==> src/rtl/mem_stage_pkg.sv <==
// mem_stage_pkg: shared widths, FSM state and MEM/WB control/trace bundle for mem_stage
package mem_stage_pkg;
  localparam int DEF_DATA_W = 64;
  localparam int DEF_REG_W = 5;
  typedef enum logic {IDLE, ACCESS} state_t;
  typedef struct packed {
    logic        regwrite;
    logic        mem2reg;
    logic [31:0] instr;
    logic [31:0] pc;
  } wb_ctl_t;
endpackage

==> src/rtl/mem_access_fsm.sv <==
// mem_access_fsm: one-outstanding data-memory request/ack handshake, request register and stall
module mem_access_fsm
  import mem_stage_pkg::*;
#(
  parameter int DATA_W = DEF_DATA_W,
  parameter int REG_W  = DEF_REG_W
) (
  input  logic              CLK,
  input  logic              RESET,
  input  logic              issue,
  input  logic              we,
  input  logic [DATA_W-1:0] addr,
  input  logic [DATA_W-1:0] wdata,
  input  logic [REG_W-1:0]  dest,
  input  wb_ctl_t           ctl,
  input  logic              DMEM_ACK,
  output logic              DMEM_REQ,
  output logic              DMEM_WE,
  output logic [DATA_W-1:0] DMEM_ADDR,
  output logic [DATA_W-1:0] DMEM_WDATA,
  output logic              STALL,
  output logic              busy,
  output logic [REG_W-1:0]  req_dest,
  output wb_ctl_t           req_ctl
);
  state_t state, next_state;
  assign busy = state == ACCESS;
  assign DMEM_REQ = busy;
  always_ff @(posedge CLK or negedge RESET)
    if (!RESET) state <= IDLE;
    else state <= next_state;
  // request register doubles as the DMEM drive, so it stays stable until ack
  always_ff @(posedge CLK or negedge RESET)
    if (!RESET) begin
      DMEM_WE    <= 1'b0;
      DMEM_ADDR  <= '0;
      DMEM_WDATA <= '0;
      req_dest   <= '0;
      req_ctl    <= '0;
    end else if (state == IDLE && issue) begin
      DMEM_WE    <= we;
      DMEM_ADDR  <= addr;
      DMEM_WDATA <= wdata;
      req_dest   <= dest;
      req_ctl    <= ctl;
    end
  always_comb begin
    next_state = state;
    STALL = 1'b0;
    case (state)
      IDLE: begin
        next_state = issue ? ACCESS : IDLE;
        STALL = RESET & issue;
      end
      ACCESS: begin
        next_state = DMEM_ACK ? IDLE : ACCESS;
        STALL = RESET & ~DMEM_ACK;
      end
      default: next_state = IDLE;
    endcase
  end
endmodule

==> src/rtl/mem_stage.sv <==
// mem_stage: pipeline MEM stage with MEM/WB register and CBZ resolve; MEM_ALIGN_CHECK_EN adds ALIGN_FAULT
module mem_stage
  import mem_stage_pkg::*;
#(
  parameter int DATA_W = DEF_DATA_W,
  parameter int REG_W  = DEF_REG_W
) (
  input  logic              CLK,
  input  logic              RESET,
  input  logic [DATA_W-1:0] ALU_VAL_IN,
  input  logic [DATA_W-1:0] RT_READ_IN,
  input  logic [DATA_W-1:0] BRANCH_IN,
  input  logic              ZERO_IN,
  input  logic              BRANCH_ZERO_IN,
  input  logic              MEMREAD_IN,
  input  logic              MEMWRITE_IN,
  input  logic              MEM2REG_IN,
  input  logic              REGWRITE_IN,
  input  logic [REG_W-1:0]  REG_DESTINATION_IN,
  input  logic [31:0]       INSTR_IN,
  input  logic [31:0]       PC_IN,
  output logic              DMEM_REQ,
  output logic              DMEM_WE,
  output logic [DATA_W-1:0] DMEM_ADDR,
  output logic [DATA_W-1:0] DMEM_WDATA,
  input  logic [DATA_W-1:0] DMEM_RDATA,
  input  logic              DMEM_ACK,
  output logic              STALL,
  output logic              PCSRC,
  output logic [DATA_W-1:0] BRANCH_TARGET,
  output logic [DATA_W-1:0] READ_DATA_OUT,
  output logic [DATA_W-1:0] ALU_VAL_OUT,
  output logic [REG_W-1:0]  REG_DESTINATION_OUT,
  output logic              REGWRITE_OUT,
  output logic              MEM2REG_OUT,
  output logic              WB_VALID,
`ifdef MEM_ALIGN_CHECK_EN
  output logic              ALIGN_FAULT,
`endif
  output logic [31:0]       INSTR_OUT,
  output logic [31:0]       PC_OUT
);
  logic mem_op, issue, busy, bubble;
  logic [REG_W-1:0] req_dest;
  wb_ctl_t in_ctl, req_ctl;
  assign mem_op = MEMREAD_IN | MEMWRITE_IN;
`ifdef MEM_ALIGN_CHECK_EN
  logic misalign;
  assign misalign = mem_op & |ALU_VAL_IN[2:0];
  always_ff @(posedge CLK or negedge RESET)
    if (!RESET) ALIGN_FAULT <= 1'b0;
    else ALIGN_FAULT <= ~busy & misalign;
`else
  localparam logic misalign = 1'b0;
`endif
  assign issue = mem_op & ~misalign;
  assign in_ctl = '{regwrite: REGWRITE_IN, mem2reg: MEM2REG_IN, instr: INSTR_IN, pc: PC_IN};
  assign bubble = busy ? ~DMEM_ACK : issue;
  assign PCSRC = RESET & ~STALL & BRANCH_ZERO_IN & ZERO_IN;
  assign BRANCH_TARGET = BRANCH_IN;
  mem_access_fsm #(.DATA_W(DATA_W), .REG_W(REG_W)) u_fsm (
    .CLK(CLK),
    .RESET(RESET),
    .issue(issue),
    .we(MEMWRITE_IN),
    .addr(ALU_VAL_IN),
    .wdata(RT_READ_IN),
    .dest(REG_DESTINATION_IN),
    .ctl(in_ctl),
    .DMEM_ACK(DMEM_ACK),
    .DMEM_REQ(DMEM_REQ),
    .DMEM_WE(DMEM_WE),
    .DMEM_ADDR(DMEM_ADDR),
    .DMEM_WDATA(DMEM_WDATA),
    .STALL(STALL),
    .busy(busy),
    .req_dest(req_dest),
    .req_ctl(req_ctl)
  );
  // in ACCESS the live inputs are ignored; the completed access comes from the request register
  always_ff @(posedge CLK or negedge RESET)
    if (!RESET) begin
      READ_DATA_OUT       <= '0;
      ALU_VAL_OUT         <= '0;
      REG_DESTINATION_OUT <= '0;
      REGWRITE_OUT        <= 1'b0;
      MEM2REG_OUT         <= 1'b0;
      WB_VALID            <= 1'b0;
      INSTR_OUT           <= '0;
      PC_OUT              <= '0;
    end else if (bubble) begin
      REGWRITE_OUT <= 1'b0;
      WB_VALID     <= 1'b0;
    end else begin
      READ_DATA_OUT       <= (busy & ~DMEM_WE) ? DMEM_RDATA : '0;
      ALU_VAL_OUT         <= busy ? DMEM_ADDR : ALU_VAL_IN;
      REG_DESTINATION_OUT <= busy ? req_dest : REG_DESTINATION_IN;
      REGWRITE_OUT        <= busy ? req_ctl.regwrite : REGWRITE_IN & ~misalign;
      MEM2REG_OUT         <= busy ? req_ctl.mem2reg : MEM2REG_IN;
      INSTR_OUT           <= busy ? req_ctl.instr : INSTR_IN;
      PC_OUT              <= busy ? req_ctl.pc : PC_IN;
      WB_VALID            <= 1'b1;
    end
endmodule

==> config.mk <==
export PLATFORM = sky130hd
export DESIGN_NAME = mem_stage
export DESIGN_NICKNAME = d
export VERILOG_FILES = /design/src/rtl/mem_stage_pkg.sv /design/src/rtl/mem_access_fsm.sv /design/src/rtl/mem_stage.sv
export SDC_FILE = /design/constraint.sdc
export NUM_CORES = 1
export LEC_CHECK = 0
export CORE_AREA = 2 2 282 284
export DETAILED_ROUTE_END_ITERATION = 12
export DIE_AREA = 0 0 284 286
export PLACE_DENSITY = 0.47
export SETUP_SLACK_MARGIN = 0.2
export SLEW_MARGIN = 20
export SYNTH_ARGS = -nofsm -noshare
export SYNTH_HDL_FRONTEND = slang
export SYNTH_HIERARCHICAL = 1
export SYNTH_SLANG_ARGS = --single-unit
==> constraint.sdc <==
create_clock -name CLK -period 5.6 [get_ports CLK]
set_input_delay 1.12 -clock CLK [delete_from_list [all_inputs] [get_ports CLK]]
set_output_delay 1.12 -clock CLK [all_outputs]
set_load 0.05 [all_outputs]
==> results.md, run 1 <==
- FFs w/ async S/R, synth: 1.00
- I/O pin cnt: 730
- Status: completed
- Routed Antenna Nets: 0
- Height of the die: ~290 µm
- Seq/Total Area, Yosys: 0.518
- Clock Sinks: 401
- Global Route Usage Sum: 0.157
- CTS tree: yes
- CTS Buf Count: 50
- VDD IR max: ~0.0003 V
- Pwr Total: 16.4 mW
- Share of cells above drive strength 1: 0.234
- I/O Buffers: 601
- Startpoint types: input pin
- Largest cells by area after synthesis: dfrtp_1 (52%), mux2_4 (15%), a221oi_2 (10%)
- Distinct cells, synth: 24
- Clk_lat worst skew: ~0.59 ns
- FMAX: around 250 MHz
- Worst-path maximum fanout: 3
- Die W: 284 µm
- Clock Path Buffers: 3
- Nets: 2235
- GP Congestion: approximately 0.8
- Multi-input gate area: 7280 µm²
- Crit-path leading delay family: buffers and inverters
- Buf/Inv on CP: 2
- Leak: 11.3 nW
- CP peak stage delay: 0.69 ns
- Initial DRC count: 626
- Slew Limit Headroom: 0.286
- Core ar.: about 78000 µm²
- Max_cap viols: 0
- Die area: 81200 µm²
- Crit path required time: 4.48 ns
- R2R Path Start: u_fsm/DMEM_REQ
- Vias in the first global route: 15086
- WL/cell: 22.1 µm
- Leading area contributor after synthesis: dfrtp_1
- # fillers: a little under 8000
- Worst-path clk slew: 0.06 ns
- CTS root buffer: clkbuf_16
- Most common cell in the netlist: dfrtp_1
- Nature of the critical path endpoint: primary output
- Rows: 103
- Largest net degree at the start of global routing: 143
- Yosys top cell area share: 0.518
- Avg Inst Size Synth: 13.6 µm²
- Vias per cell: 4.67
- Reg area: 10000 µm²
- Ys Warns: 6
- Post-cts sizing count: 0
- CP Depth: 6
- Dpl hpwl: 42400 µm
- Clock Skews: 0.0166 ns
- FF+latch count, synth: 401
- Max H-tree Level: 2
- Final slew viol count: 0
- Main synth FF type: dfrtp_1
- Hold Buf Count CTS: 0
- Unrepaired setup endpoints after global routing: no
- Initial Util: 0.247
- Antenna violations before repair: 11
- Post-Route WL: 66400 µm
- EDFF count, synth: 0
- Area of the mapped netlist: a little under 20000 µm²
- DRC viols: 0
- Final Hold Fails: 0
- Pre-antenna DRT Iters: 5
- Synth cell count leaders: dfrtp_1 (401), mux2_4 (200), a21oi_1 (135)
- Cell Pwr Density: approximately 600 nW/µm²
- Cells after Synth: 1428
- First-pass GRT wire length: around 100000 µm
- Hold Slack: 0.457 ns
- Reg2Reg Depth: 4
- Routed via count: 13984
- CP Cell Sequence: buf_4, or2_1, or2b_2, a21boi_0, and4b_1, clkdlybuf4s50_1
- Final-report setup violation count: 0
- Kind of critical path: input pin to primary output
- Worst Path Arrival: ~2.9 ns
- Slew @ Worst Pin: around 1.1 ns
- Hold Path Class: input pin to async pin
- CP max-delay cell: clkdlybuf4s50_1
- Setup ws final: 1.57 ns
- Mapped Nets: 1762
- Post-route clock period utilization: 0.720
- Postcts setup bufs: 0
- Min cycle time layout: ~4.0 ns
- Setup TNS: 0 ns
- Area Growth Syn to Fin: 40.5%
- Gr ovfl total: 0
- Critical path origin: MEMREAD_IN
- Worst slack at placement: roughly 1.6 ns
-- where the power goes --
part	total, mW	internal [mW]	switching (mW)
registers	4.70	3.99	0.714
clock network	3.27	1.96	1.30
logic	8.40	3.18	5.22
-- metrics by stage --
step	utilization	std cells	instance area [µm²]
2_1_floorplan	-	1428	19400
6_report	0.348	2997	27200
4_1_cts	0.347	2987	27200
3_3_place_gp	0.326	2897	25500
5_1_grt	0.347	2996	27200
3_5_place_dp	0.326	2897	25500
-- area by class of cell --
class | count | area share
Antenna cell | 8 | 0.000735
Clock buffer | 75 | 0.0547
Clock inverter | 15 | 0.00565
Inverter | 134 | 0.0185
Multi-Input combinational cell | 680 | 0.267
Sequential cell | 401 | 0.369
Tap cell | 1050 | 0.0482
Timing Repair Buffer | 634 | 0.236
-- registers in the layout, indices dropped and copies added, names as in the netlist, 5 cells and up --
name                 cells
u_fsm/req_ctl           66
u_fsm/DMEM_WDATA        64
INSTR_OUT               32
READ_DATA_OUT           64
ALU_VAL_OUT             64
u_fsm/req_dest           5
PC_OUT                  32
REG_DESTINATION_OUT      5
u_fsm/DMEM_ADDR         64
-- cells in the final DEF (no fill, tap or decap), drive strengths merged --
master and n:
mux2i 1, a21boi 1, or2 1, nor4 134, and2 1, inv 135, bufinv 3, clkbuf 75
a32o 64, buf 37, nor2b 1, mux2 200, and4b 1, nand2 3, or2b 2, and3b 1
clkdlybuf4s50 597, a221oi 134, clkinv 11, or3 1, a21oi 135, diode 8, dfrtp 401
-- path summary, 6_finish.rpt --
path / to / slack (ns)
setup reg to reg: INSTR_OUT[26] / 2.30
setup / recovery: PCSRC / 1.57
min in group CLK: u_fsm/DMEM_WDATA[14] / 0.51
hold reg to reg: u_fsm/DMEM_WDATA[14] / 0.51
hold / removal: ALU_VAL_OUT[63] / 0.46
max in group asynchronous: INSTR_OUT[21] / 2.97
-- kinds of logic after synthesis --
kind of cell / after synthesis / share of synthesized area
multiplexers: 201 / 0.155
buffers and inverters: 347 / 0.107
flip-flops: 401 / 0.518
AND/OR/NAND/NOR: 145 / 0.0476
AO/OA/AOI/OAI: 334 / 0.172
-- per-layer routing --
metal | routed length [µm] | global-route usage | vias to the layer above
met5 | 53 | 0 | -
met4 | 1990 | 0.0589 | 8
met3 | 4540 | 0.0474 | 114
met2 | 32300 | 0.259 | 444
met1 | 27500 | 0.194 | 7197
li1 | - | - | 6221
-- worst reg2reg max path, stage by stage (launching register included) --
cell	delay [ns]
dfrtp_4	0.76
buf_4	0.74
and2_4	0.76
buf_12	0.50
a221oi_2	0.39
No activity file was read; power rests on OpenSTA's default activity.
==> run 2: changes to the inputs <==
- CORE_AREA: 2 2 282 284 -> 2 2 287 289
- DIE_AREA: 0 0 284 286 -> 0 0 289 291
- clock period: 5.6 -> 3.6 ns (I/O delays scaled with it)
==> results.md, run 2 (synthesized netlist as in run 1, its figures left out) <==
- Status: completed (unchanged)
- Share of cells above drive strength 1: 0.246 (was 0.234)
- I/O Buffers: 601 (unchanged)
- Vias in the first global route: 15090 (was 15086)
- Pwr Total: 25.9 mW (was 16.4 mW)
- Commonest non-fill, non-tap cell in the layout: clkdlybuf4s50_1 (unchanged)
- Slew @ Worst Pin: 1.12 ns (was 1.07 ns)
- Reg2reg setup slack: 1.08 ns (was 2.30 ns)
- Global Route Usage Sum: 0.154 (was 0.157)
- First-pass GRT wire length: 100000 µm (about the same)
- CTS Buf Count: 50 (unchanged)
- Reg2Reg Depth: 4 (unchanged)
- CTS tree: yes (unchanged)
- Hold Buf Count CTS: 1 (was 0)
- Setup TNS: 0 ns (unchanged)
- Nets: 2252 (was 2235)
- CTS root buffer: clkbuf_16 (unchanged)
- Pre-antenna DRT Iters: 5 (unchanged)
- Worst-path clk slew: 0.06 ns (about the same)
- Post-route clock period utilization: 0.864
- Final-report setup violation count: 0 (unchanged)
- Rows: 105 (was 103)
- Worst hold path startpoint: u_fsm/req_ctl[14]
- Worst-path maximum fanout: 52 (was 3)
- Leak: 11.5 nW (was 11.3 nW)
- VDD IR max: 0.000444 V (was 0.000308 V)
- Unrepaired setup endpoints after global routing: no (unchanged)
- Startpoint types: flop (was input pin)
- CP Cell Sequence: or2b_1, a21boi_4, and4b_1, buf_4 (was buf_4, or2_1, or2b_2, a21boi_0, and4b_1, clkdlybuf4s50_1)
- Antenna violations before repair: 7 (was 11)
- Routed Antenna Nets: 0 (unchanged)
- Final Hold Fails: 0 (unchanged)
- Max reg flops: 66 (unchanged)
- Core ar.: 81200 µm² (was 78400 µm²)
- Postcts setup bufs: 0 (unchanged)
- Post-cts sizing count: 0 (unchanged)
- Die area: 84100 µm² (was 81200 µm²)
- Cell Pwr Density: 939 nW/µm² (was 601 nW/µm²)
- Max_cap viols: 0 (unchanged)
- Largest net degree at the start of global routing: 123 (was 143)
- Final Util: 0.340 (was 0.348)
- DRC viols: 0 (unchanged)
- Post-Route WL: 66700 µm (was 66400 µm)
- Hold Path Class: flop to flop (was input pin to async pin)
- GR Util met2: 0.262 (was 0.259)
- CP peak stage delay: 0.83 ns (was 0.69 ns)
- Final slew viol count: 0 (unchanged)
- Kind of critical path: flop to primary output (was input pin to primary output)
- I/O pin cnt: 730 (unchanged)
- Min cycle time layout: between 3 and 4 ns
- Clk_lat worst skew: 0.58 ns (was 0.59 ns)
- Die W: 289 µm (was 284 µm)
- Area Growth Syn to Fin: 42.5% (was 40.5%)
- Worst Path Arrival: 2.39 ns (was 2.91 ns)
- Met1 Use GR: 0.184 (was 0.194)
- Max H-tree Level: 2 (unchanged)
- Gr ovfl total: 0 (unchanged)
- Crit path required time: 2.88 ns (was 4.48 ns)
- Clock Path Buffers: 3 (unchanged)
- WL/cell: 22.0 µm (was 22.1 µm)
- Clock Skews: 0.0137 ns (was 0.0166 ns)
- Routed via count: 13999 (was 13984)
- Clock Sinks: 401 (unchanged)
- Slew Limit Headroom: 0.253 (was 0.286)
- Hold Crit Depth: 1
- Most Used Layer, Global Route: met2 (unchanged)
- Dpl hpwl: 44900 µm (was 42400 µm)
- R2R Path Start: u_fsm/DMEM_REQ (unchanged)
- Nature of the critical path endpoint: primary output (unchanged)
- CP max-delay cell: dfrtp_4 (was clkdlybuf4s50_1)
- Endpoint, Worst Hold: u_fsm/req_ctl[14]
- Initial Util: 0.239 (was 0.247)
- Leading cell types in the layout, fill and taps excluded: clkdlybuf4s50_1 (595), dfrtp_1 (400), mux2_4 (200) (was clkdlybuf4s50_1 (597), dfrtp_1 (400), mux2_4 (200))
- M3 GR Usage: 0.0412 (was 0.0474)
- Height of the die: 291 µm (was 286 µm)
- GP Congestion: 0.768 (was 0.802)
- DP Cell Count: 2935 (was 2897)
- FMAX: approximately 320 MHz
- Initial DRC count: 636 (was 626)
- Biggest register: u_fsm/req_ctl (unchanged)
- Finished Layout Cells: 3035 (was 2997)
- Worst R2R End: READ_DATA_OUT[60] (was INSTR_OUT[26])
- Vias per cell: 4.61 (was 4.67)
run 2: cell count changes in the layout (fill, tap and decap cells not counted), moves of 4 or more:
cell / delta
buf_12: +8
buf_4: +11
clkbuf_8: +8
clkbuf_1: -6
bufinv_16: +4
clkinv_2: -4
run 2: layout make-up:
type / count / area, µm²
clock buffer: 75 / 1530
inverter: 134 / 503
timing repair buffer: 651 / 6640
tap: 1070 / 1340
fill: 7999 / 53600
multi-input combinational: 680 / 7290
antenna: 6 / 15.0
sequential: 401 / 10000
clock inverter: 18 / 278
run 2: worst max-delay path by stage:
stage	start	slack, ns	to
after floorplan	MEMREAD_IN	0.30	PCSRC
after global placement	MEMWRITE_IN	0.87	PCSRC
after detailed placement	MEMWRITE_IN	0.91	PCSRC
after CTS	u_fsm/DMEM_REQ	0.41	PCSRC
after global routing	u_fsm/DMEM_REQ	0.35	PCSRC
final	u_fsm/DMEM_REQ	0.49	PCSRC
run 2: metrics by stage:
step | setup slack [ns] | area [µm²] | hold WS, ns
floorplan | 0.298 | 19400 | 0.424
global placement | 0.866 | 25800 | 0.492
detailed placement | 0.905 | 25800 | 0.492
CTS | 0.408 | 27600 | 0.509
global route | 0.348 | 27600 | 0.518
finish | 0.491 | 27600 | 0.507
run 2: worst max-delay path: cells and delay by family (launching register included):
kind	cells	cell delay [ns]
AO/OA/AOI/OAI	1	0.24
buffers and inverters	1	0.18
flip-flops	1	0.83
AND/OR/NAND/NOR	2	0.56
run 2: power by group:
| part | internal (mW) | switching [mW] | leakage, nW |
|---|---|---|---|
| registers | 6.20 | 1.14 | 4.70 |
| clock network | 3.42 | 2.05 | 0.889 |
| logic | 5.02 | 8.11 | 5.90 |
| total | 14.6 | 11.3 | 11.5 |
run 2: per-layer routing:
metal,share of wire,vias up,wire (µm)
met1,0.39,7151,26300
met4,0.035,4,2310
li1,-,6254,-
met3,0.072,127,4810
met5,0.00034,-,23
met2,0.50,463,33300
